[config.mk]
export PLATFORM = sky130hd
export DESIGN_NAME = userio_db15_scan
export DESIGN_NICKNAME = d
export VERILOG_FILES = /design/src/rtl/userio_db15_scan.sv
export SDC_FILE = /design/constraint.sdc
export NUM_CORES = 1
export LEC_CHECK = 0
export BUFFER_PORTS_ARGS = -buffer_cell sky130_fd_sc_hd__buf_2
export CORE_MARGIN = 2
export CORE_UTILIZATION = 55
export DETAILED_ROUTE_END_ITERATION = 10
export HOLD_SLACK_MARGIN = 0.03
export PLACE_DENSITY = 0.87
export SLEW_MARGIN = 10
export SYNTH_ARGS = -nofsm -noshare
export SYNTH_HDL_FRONTEND = slang
export SYNTH_SLANG_ARGS = --single-unit
[constraint.sdc]
create_clock -name clk -period 2.5 [get_ports clk]
set_input_delay 0.125 -clock clk [delete_from_list [all_inputs] [get_ports clk]]
set_output_delay 0.125 -clock clk [all_outputs]
set_load 0.05 [all_outputs]
[src/rtl/userio_db15_scan.sv]
// userio_db15_scan
//
// Scanner for the DB15 UserIO joystick adapter (two cascaded PISO shift
// registers, 32 bits in total). Each frame pulses the adapter load line,
// clocks out 32 active-low bits and publishes two active-high 16-bit
// joystick words in a single cycle at frame end.
//
// Ports:
//   clk         system clock (40-50 MHz joystick domain)
//   reset_n     synchronous active-low reset
//   joy_data    serial data from the adapter, active-low, asynchronous
//   joy_clk     adapter shift clock (registers advance on its rising edge)
//   joy_load    adapter parallel load, active-low
//   joystick1   player-1 buttons, active-high
//   joystick2   player-2 buttons, active-high
//   frame_done  one-cycle pulse when a frame is published
//
// Parameters:
//   HALF_PERIOD  system cycles per half shift-clock period (4..255)
//   GAP_TICKS    idle half-periods between frames (1..255)
//
// Optional build macro USERIO_DB15_DEBOUNCE_EN: the outputs only update
// when two consecutive frames return identical raw bits.

module userio_db15_scan #(
  parameter int HALF_PERIOD = 25,
  parameter int GAP_TICKS   = 35
) (
  input  logic        clk,
  input  logic        reset_n,
  input  logic        joy_data,
  output logic        joy_clk,
  output logic        joy_load,
  output logic [15:0] joystick1,
  output logic [15:0] joystick2,
  output logic        frame_done
);

  typedef enum logic [1:0] {GAP, LOAD, LO, HI} state_t;

  localparam logic [7:0] TICK_LAST = 8'(HALF_PERIOD - 1);
  localparam logic [7:0] GAP_LAST  = 8'(GAP_TICKS - 1);

  state_t      state;
  logic [1:0]  data_sync;  // [0] first stage, [1] stage used by the capture
  logic [7:0]  tcnt;
  logic [7:0]  gap_cnt;
  logic [4:0]  bitcnt;
  logic [31:0] raw;
  logic        tick;

`ifdef USERIO_DB15_DEBOUNCE_EN
  logic [31:0] prev;
`endif

  assign tick = (tcnt == TICK_LAST);

  always_ff @(posedge clk) begin
    if (!reset_n) begin
      state      <= GAP;
      data_sync  <= 2'b11;
      tcnt       <= '0;
      gap_cnt    <= '0;
      bitcnt     <= '0;
      raw        <= '1;
      joy_clk    <= 1'b0;
      joy_load   <= 1'b1;
      joystick1  <= '0;
      joystick2  <= '0;
      frame_done <= 1'b0;
`ifdef USERIO_DB15_DEBOUNCE_EN
      prev       <= '1;
`endif
    end else begin
      data_sync  <= {data_sync[0], joy_data};
      frame_done <= 1'b0;
      tcnt       <= tick ? 8'd0 : tcnt + 8'd1;

      // Line outputs are registered alongside the state so they only move
      // on tick boundaries.
      if (tick) begin
        case (state)
          GAP: begin
            if (gap_cnt == GAP_LAST) begin
              gap_cnt  <= '0;
              bitcnt   <= '0;
              state    <= LOAD;
              joy_load <= 1'b0;
            end else begin
              gap_cnt <= gap_cnt + 8'd1;
            end
          end
          LOAD: begin
            state    <= LO;
            joy_load <= 1'b1;
          end
          LO: begin
            // Data has been stable for a full half-period since the
            // previous rising shift edge, well past the synchroniser delay.
            raw[bitcnt] <= data_sync[1];
            state       <= HI;
            joy_clk     <= 1'b1;
          end
          HI: begin
            joy_clk <= 1'b0;
            if (bitcnt == 5'd31) begin
              state      <= GAP;
              frame_done <= 1'b1;
`ifdef USERIO_DB15_DEBOUNCE_EN
              if (raw == prev) begin
                joystick1 <= ~raw[15:0];
                joystick2 <= ~raw[31:16];
              end
              prev <= raw;
`else
              joystick1 <= ~raw[15:0];
              joystick2 <= ~raw[31:16];
`endif
            end else begin
              bitcnt <= bitcnt + 5'd1;
              state  <= LO;
            end
          end
          default: state <= GAP;
        endcase
      end
    end
  end

endmodule

Word level (Yosys, flattened, before mapping)
Index checks and enable logic that the tools add are counted.
- $lt $le $gt $ge: 2
- eq/ne operators: 8
- bitwise logic cells: 3
- muxes and demuxes: 14
- add/sub/neg operators: 3
- reduce and logical (&&, ||, !) cells: 14
- operator list (operator ; count):
    $bwmux W32 ; 1
    $not A16 Y16 ; 2
    $add A8 B1 Y8 const B ; 2
    $mux W5 ; 2
    $pmux W5 S2 ; 1
    $reduce_and A3 Y1 ; 3
    $eq A8 B5 Y1 const B ; 1
    $eq A8 B6 Y1 const B ; 1
    $mux W8 ; 1
    $pmux W2 S4 ; 1
    $reduce_and A2 Y1 ; 4
    $lt A5 B6 Y1 const B ; 1
    $reduce_bool A2 Y1 ; 3
    $add A5 B1 Y5 const B ; 1
    $demux W1 S5 ; 1
    $eq A5 B5 Y1 const B ; 1
    $ge A5 B1 Y1 const B ; 1
    $eq A2 B2 Y1 const B ; 2
    $mux W2 ; 2
    $ne A2 B2 Y1 const B ; 2
    $pmux W1 S2 ; 2
    $reduce_and A4 Y1 ; 1
    $mux W1 ; 3
    $eq A2 B1 Y1 const B ; 1
    other kinds (4) ; 4
- input bits: 3
- flip-flop bits (word level): 92
- output and inout port bits: 35

Depth between registers and ports, before layout
Gate-level depths: netlist of the first run.
- depth after elaboration: 5
- depth in mapped cells: 8
- mapped depth without buffers: 7

Worst setup path after synthesis of the first run
OpenSTA, ideal clock, no wires.
- path type: reg2reg
- from: register bitcnt[0]
- to: register bitcnt[3]
- stages on the path, launching flop included: 9
- path slack: 540 ps
- path buffers: 1
- required time: 2381 ps
- library setup time: 119 ps
- arrival time: 1841 ps
- clock period less this slack: 1960 ps
- cell sequence: dfxtp_1 > ha_1 > and3_1 > ha_1 > and3b_1 > clkbuf_1 > nand4_1 > a21boi_0 > o221a_2
- word-level cells in the longest chain between the ends: 3
- elaborated cells on any way between the ends: 6
- those cells by class: 1 x add/sub; 2 x eq/ne; 2 x mux; 1 x reduce/logical
- ends and longest elaborated chain (what ; line ; text):
    from (decl) ; 48 ; logic [4:0] bitcnt;
    from (signal assigned) ; 120 ; bitcnt <= bitcnt + 5'd1;
    $add A5 B1 Y5 / $eq A5 B5 Y1 (equally long branches) ; 120, 106 ;
    $mux W5 / $ne A2 B2 Y1 (equally long branches) ; n/a ;
    $pmux W5 S2 / $reduce_and A4 Y1 (equally long branches) ; n/a ;
Parallel ways exist; a longest one is shown, timed or not. The select of a mux whose other input is x is not followed.
A chain may end at the register's enable or synchronous reset.

Worst setup path in the final report of the first run
- from: register bitcnt[0]
- to: register state[1]
- word-level cells in the longest chain between the ends: 3
- ends and longest elaborated chain (what ; line ; text):
    $eq A5 B5 Y1 ; 106 ; if (bitcnt == 5'd31) begin
    $mux W2 ; 106 ;
    $pmux W2 S4 ; 82 ; case (state)
    to (signal assigned) ; 87 ; state <= LOAD;
    to (signal assigned) ; 94 ; state <= LO;
    to (signal assigned) ; 107 ; state <= GAP;
    to (decl) ; 44 ; state_t state;
No other way between the ends.

==> results by group, run 1 <==
Status
  • Status: finished clean

Drt
  • Vias per cell: 6.26
  • Post-route antenna net violation count: 0
  • Residual DRC: 0
  • DR pass1 iterations: 4
  • DR iter-0 viols: 189
  • Routed WL: 7.74 mm
  • WL/cell: 16.4 um
  • Via Count: 2956

GRT
  • Largest net degree at the start of global routing: 43
  • Initial antenna violation count: 0
  • All-Layer GR Usage: 21.9%
  • Grt ovf: 0
  • Vias in the first global route: 2681
  • First-pass GRT wire length: 13.0 mm

Timing
  • Hold Vio Cnt, Final: 0
  • Slew Viols, Final: 0
  • RSZ-0062 raised after global routing: no
  • Hold slack: 0.239 ns
  • Setup_tns: 0 ns
  • Worst-case clock skew: 0.00925 ns
  • Final setup fails: 0
  • Final min period: 2.23 ns
  • Final Cycle Share: 89.2%
  • Slew HR: 54.8%
  • Worst Max-Slew Pin Slew: 0.677 ns
  • Crit path setup slack, layout: 0.269 ns
  • Fmax: 0.448 GHz

Setup path
  • Worst R2R Start: bitcnt[0]$_SDFFE_PN0P_
  • Slowest Stage Delay on Critical Path: 0.50 ns
  • Largest fanout on the critical path: 23
  • Most frequent CP cell: ha_1
  • Slowest library cell on the worst path: a31oi_2
  • Critical Path, Cell by Cell: ha_1 > and3_1 > ha_1 > a31oi_2 > buf_4 > a21boi_0
  • Crit path capture type: flip-flop
  • R2R cell count: 6
  • Kind of critical path: flip-flop to flip-flop
  • Critical Path AT: 2.52 ns
  • CP Launch Type: flip-flop
  • Crit path buffers/inverters: 1
  • Cell family with most CP delay: compound AO/OA/AOI/OAI gates
  • R2R Setup Slk: 0.27 ns
  • Worst endpoint required time: 2.79 ns
  • Reg2reg end: state[1]$_SDFFE_PN0P_

Clock network
  • Clock-pin slew on the worst setup and hold paths: 0.09 ns
  • Max Buffers Root-to-Sink: 2
  • H-Tree Depth: 3
  • CTS Buf Count: 9
  • Later-pin clock latency in the skew report: 0.36 ns
  • CTS tree: yes
  • Root buf cell: clkbuf_8
  • CTS hold repair buffers: 1
  • Num Clock Sinks: 92
  • Post-CTS sizing: 0
  • Postcts setup bufs: 0

Synth
  • Unique cell type count in the Yosys netlist: 48
  • Mean Syn Cell Area: 10.1 sq um
  • Seq/Total Area, Yosys: 50.7%
  • FF+latch count, synth: 92
  • Warnings from Yosys: 0
  • Netlist Area Pre-Place: 3630 sq um
  • Post-Syn Nets: 371
  • Post-synthesis cell count: 359

Final layout
  • Most frequent cells in the layout: dfxtp_1 (92), o21ai_0 (39), buf_2 (37)
  • Antenna Cells: 0
  • Filler instances: 511
  • Area grow syn2layout: 11.6%
  • Layout cells sized above 1: 18.0%
  • # nets final: 403
  • Commonest non-fill, non-tap cell in the layout: dfxtp_1

Placed design
  • Dpl hpwl: 5.07 mm
  • Final GP Congestion: 0.809
  • PortBufs: 37
  • Post-place setup slack: 0.315 ns

Floorplanning
  • Row count: 29
  • I/O pin count: 38
  • Core ar.: 6390 sq um
  • Die ar.: 7270 sq um
  • Initial Util: 56.9%
  • Die Ht: 85.3 um
  • Chip width: 85.3 um

Power
  • Leakage power: 1.50 nW
  • Total Power: 2.53 mW
  • Pwr Density: 623 nW/um^2
  • VDD IR max: 0.000627 V

Min path
  • Hold Path Class: input port to flip-flop
  • Hold path cells: 3
  • Hold endpoint: bitcnt[4]$_SDFFE_PN0P_
  • HP Start: reset_n

Run
  • Max-Cap Viols: 0
## cell families (layout without fill, tap and decap cells)
family | after synthesis | after routing | share of synthesized area (%)
compound gates | 128 | 128 | 24.8
xor+xnor | 7 | 7 | 1.69
fa+ha+maj | 9 | 9 | 3.10
buf+inv | 36 | 72 | 4.89
flops | 92 | 92 | 50.7
simple gates | 87 | 87 | 14.8
## worst reg2reg max path, stage by stage, from the launching register on
cell      delay [ns]
dfxtp_1         0.36
ha_1            0.25
and3_1          0.23
ha_1            0.25
a31oi_2         0.50
buf_4           0.38
a21boi_0        0.20
## where the power goes
group | total [mW] | switching, mW | internal, mW
registers | 1.47 | 0.00510 | 1.47
logic | 0.0460 | 0.0331 | 0.0129
clock network | 1.01 | 0.536 | 0.469
total | 2.53 | 0.574 | 1.95
## state kept, by name, indices dropped and copies added, names as in the netlist
register,flops
joystick2,16
data_sync,2
joy_load,1
raw,32
joy_clk,1
gap_cnt,8
bitcnt,5
tcnt,8
state,2
joystick1,16
frame_done,1
## synth_stat cells, drive strengths merged
cell type	number	area, sq um
nor3	4	20.0
a311oi	1	8.76
nor4bb	1	10.0
a41oi	1	8.76
o21ai	39	195
or3b	1	8.76
or4bb	1	11.3
nand2b	2	12.5
or4	2	15.0
nand4	9	62.6
nor4	1	21.3
and3b	2	17.5
and2	2	12.5
ha	9	113
o221a	1	11.3
nor2	17	71.3
xor2	4	35.0
xnor2	3	26.3
inv	10	37.5
and4	1	8.76
nand3	9	45.0
clkbuf	14	53.8
a31oi	3	18.8
o31ai	3	22.5
a21boi	3	22.5
nor4b	1	23.8
o2bb2ai	32	280
o211ai	9	67.6
a21oi	13	65.1
and3	6	37.5
or3	4	25.0
o311ai	23	201
nand3b	4	30.0
buf	12	86.3
or4b	1	13.8
or2	2	12.5
dfxtp	92	1840
nand4b	1	8.76
nor3b	1	7.51
nor2b	2	12.5
nand2	13	48.8
## final cells by class
type | instances | area (sq um) | share of cell area, %
multi-input cells | 231 | 1620 | 39.9
flip-flops and latches | 92 | 1840 | 45.4
inverters | 10 | 37.5 | 0.926
clock buffers | 9 | 124 | 3.06
well taps | 77 | 96.3 | 2.38
clock inverters | 6 | 72.6 | 1.79
repair buffers | 47 | 263 | 6.48
## worst max path at each step
stage                                       from  cells after the start                endpoint
after floorplan           bitcnt[0]$_SDFFE_PN0P_                      8  bitcnt[3]$_SDFFE_PN0P_
after global placement    bitcnt[0]$_SDFFE_PN0P_                      6   state[1]$_SDFFE_PN0P_
after detailed placement  bitcnt[0]$_SDFFE_PN0P_                      6   state[1]$_SDFFE_PN0P_
after CTS                 bitcnt[0]$_SDFFE_PN0P_                      6   state[1]$_SDFFE_PN0P_
after global routing      bitcnt[0]$_SDFFE_PN0P_                      6   state[1]$_SDFFE_PN0P_
final                     bitcnt[0]$_SDFFE_PN0P_                      6   state[1]$_SDFFE_PN0P_
## layer usage
layer	part of all wire [%]	wire, um	GRT usage (%)
met3	5.9	455	5.64
met1	43	3340	27.7
met5	0	0	0
met2	50	3840	36.6
met4	1.4	108	7.50
## metrics by stage
stage,area [sq um],utilization [%],cells
finish,4050,63.5,472
global route,4050,63.5,472
CTS,4050,63.5,472
detailed placement,3850,60.2,456
global placement,3850,60.2,456
floorplan,3630,-,359
(Power assumes the default switching activity.)
==> run 2: changes to the inputs <==
==> constraint.sdc (replaced) <==
create_clock -name clk -period 2.5 [get_ports clk]
set_input_delay 0.25 -clock clk [delete_from_list [all_inputs] [get_ports clk]]
set_output_delay 0.25 -clock clk [all_outputs]
set_load 0.05 [all_outputs]
==> run 2 against run 1 <==
Net effect:
- count of clock-buffer cells in the layout did not move
- combinational power shrank 2%
- sequential share of layout area increased by 0.056 points
- die area unchanged
- design area is 0.12% lower
- flip-flop and latch count did not move
- fmax is 2.1% higher
- core utilization is 0.078 points lower
- critical path type unchanged
- highest routed layer unchanged
==> results by group, run 2 (same netlist as run 1, synthesis figures left out) <==
Power
  • VDD IR max: 0.000647 V
  • Pwr Density: 611 nW/um^2
  • Leakage power: 1.51 nW

Floorplanning
  • Die ar.: 7270 sq um
  • Die Ht: 85.3 um
  • Chip width: 85.3 um
  • Row count: 29
  • Core ar.: 6390 sq um
  • I/O pin count: 38
  • Initial Util: 56.9%

Clock network
  • CTS hold repair buffers: 0
  • Root buf cell: clkbuf_8
  • Max Buffers Root-to-Sink: 2
  • H-Tree Depth: 3
  • CTS tree: yes
  • CTS Buf Count: 9
  • Post-CTS sizing: 0
  • Clock-pin slew on the worst setup and hold paths: 0.09 ns
  • Later-pin clock latency in the skew report: 0.36 ns
  • Num Clock Sinks: 92
  • Postcts setup bufs: 0

Setup path
  • Largest fanout on the critical path: 23
  • CP Launch Type: flip-flop
  • Crit path launch: bitcnt[0]$_SDFFE_PN0P_
  • Slowest Stage Delay on Critical Path: 0.46 ns
  • Most frequent CP cell: ha_1
  • Slowest library cell on the worst path: a31oi_2
  • R2R Setup Slk: 0.31 ns
  • Kind of critical path: flip-flop to flip-flop
  • Critical Path, Cell by Cell: ha_1 > and3_1 > ha_1 > a31oi_2 > buf_4 > a21boi_0
  • Worst endpoint required time: 2.79 ns
  • Crit path capture type: flip-flop
  • Worst R2R Start: bitcnt[0]$_SDFFE_PN0P_
  • Critical Path AT: 2.48 ns

Placed design
  • Final GP Congestion: 0.848
  • Dpl hpwl: 5.03 mm
  • Post-place setup slack: 0.337 ns
  • PortBufs: 37

Final layout
  • # nets final: 404
  • Most frequent cells in the layout: dfxtp_1 (92), o21ai_0 (39), buf_2 (37)
  • Largest Register: raw
  • Top Registers: raw x32, joystick1 x16, joystick2 x16
  • Layout cells sized above 1: 18.6%
  • Commonest non-fill, non-tap cell in the layout: dfxtp_1
  • Max FFs per register: 32
  • Area grow syn2layout: 11.5%
  • Antenna Cells: 0

GRT
  • Vias in the first global route: 2799
  • Initial antenna violation count: 0
  • All-Layer GR Usage: 22.0%
  • Largest net degree at the start of global routing: 43
  • First-pass GRT wire length: 12.9 mm
  • Grt ovf: 0

Timing
  • Crit path setup slack, layout: 0.315 ns
  • Worst-case clock skew: 0.00981 ns
  • Slew Viols, Final: 0
  • Final Cycle Share: 87.4%
  • Final setup fails: 0
  • Setup_tns: 0 ns
  • Hold Vio Cnt, Final: 0
  • Slew HR: 54.0%
  • Fmax: 0.458 GHz
  • Final min period: 2.19 ns
  • RSZ-0062 raised after global routing: no
  • Worst Max-Slew Pin Slew: 0.690 ns

Drt
  • Vias per cell: 6.17
  • Post-route antenna net violation count: 0
  • Residual DRC: 0
  • DR iter-0 viols: 135
  • DR pass1 iterations: 4
  • Routed WL: 7.51 mm
  • WL/cell: 15.8 um
  • Via Count: 2924

Min path
  • Hold Path Class: input port to flip-flop
  • HP Start: joy_data

Status
  • Status: finished clean

Run
  • Max-Cap Viols: 0
run 2: where the power goes:
group / total (mW) / switching, mW / internal (mW)
clock network: 0.954 / 0.568 / 0.386
logic: 0.0453 / 0.0328 / 0.0125
registers: 1.47 / 0.00487 / 1.47
run 2: per-stage QoR:
step	instance area (sq um)	total power [mW]	util [%]	hold WS, ns	cells
2_1_floorplan	3630	1.54	-	0.323	359
3_3_place_gp	3860	1.55	60.5	0.395	458
3_5_place_dp	3860	1.55	60.5	0.405	458
4_1_cts	4050	2.49	63.4	0.0589	474
5_1_grt	4050	2.57	63.4	0.0472	474
6_report	4050	2.47	63.4	0.0655	474
run 2: path summary, 6_finish.rpt:
kind,end,cells past startpoint
setup / recovery,state[1]$_SDFFE_PN0P_,6
hold / removal,data_sync[0]$_SDFF_PN1_,2
setup reg to reg,state[1]$_SDFFE_PN0P_,6
hold reg to reg,data_sync[1]$_SDFF_PN1_,1
run 2: metal layers:
metal / vias to the layer above / share of wire (%) / routed length [um] / track usage (%)
li1: 1430 / - / - / -
met1: 1405 / 45 / 3400 / 26.9
met2: 82 / 49 / 3680 / 37.2
met3: 7 / 4.8 / 363 / 6.61
met4: 0 / 0.99 / 74 / 6.64
met5: - / 0 / 0 / 0
run 2: cell type report:
class                           count  area, sq um
Fill cell                         514         2340
Sequential cell                    92         1840
Multi-Input combinational cell    231         1620
Timing Repair Buffer               48          268
Clock buffer                        9          124
Tap cell                           77         96.3
Clock inverter                      7         62.6
Inverter                           10         37.5
run 2: critical path, delay by kind of cell, from the launching register on:
kind,cells,cell delay [ns]
compound gates,2,0.65
flops,1,0.36
buf+inv,1,0.37
fa+ha+maj,2,0.50
simple gates,1,0.23
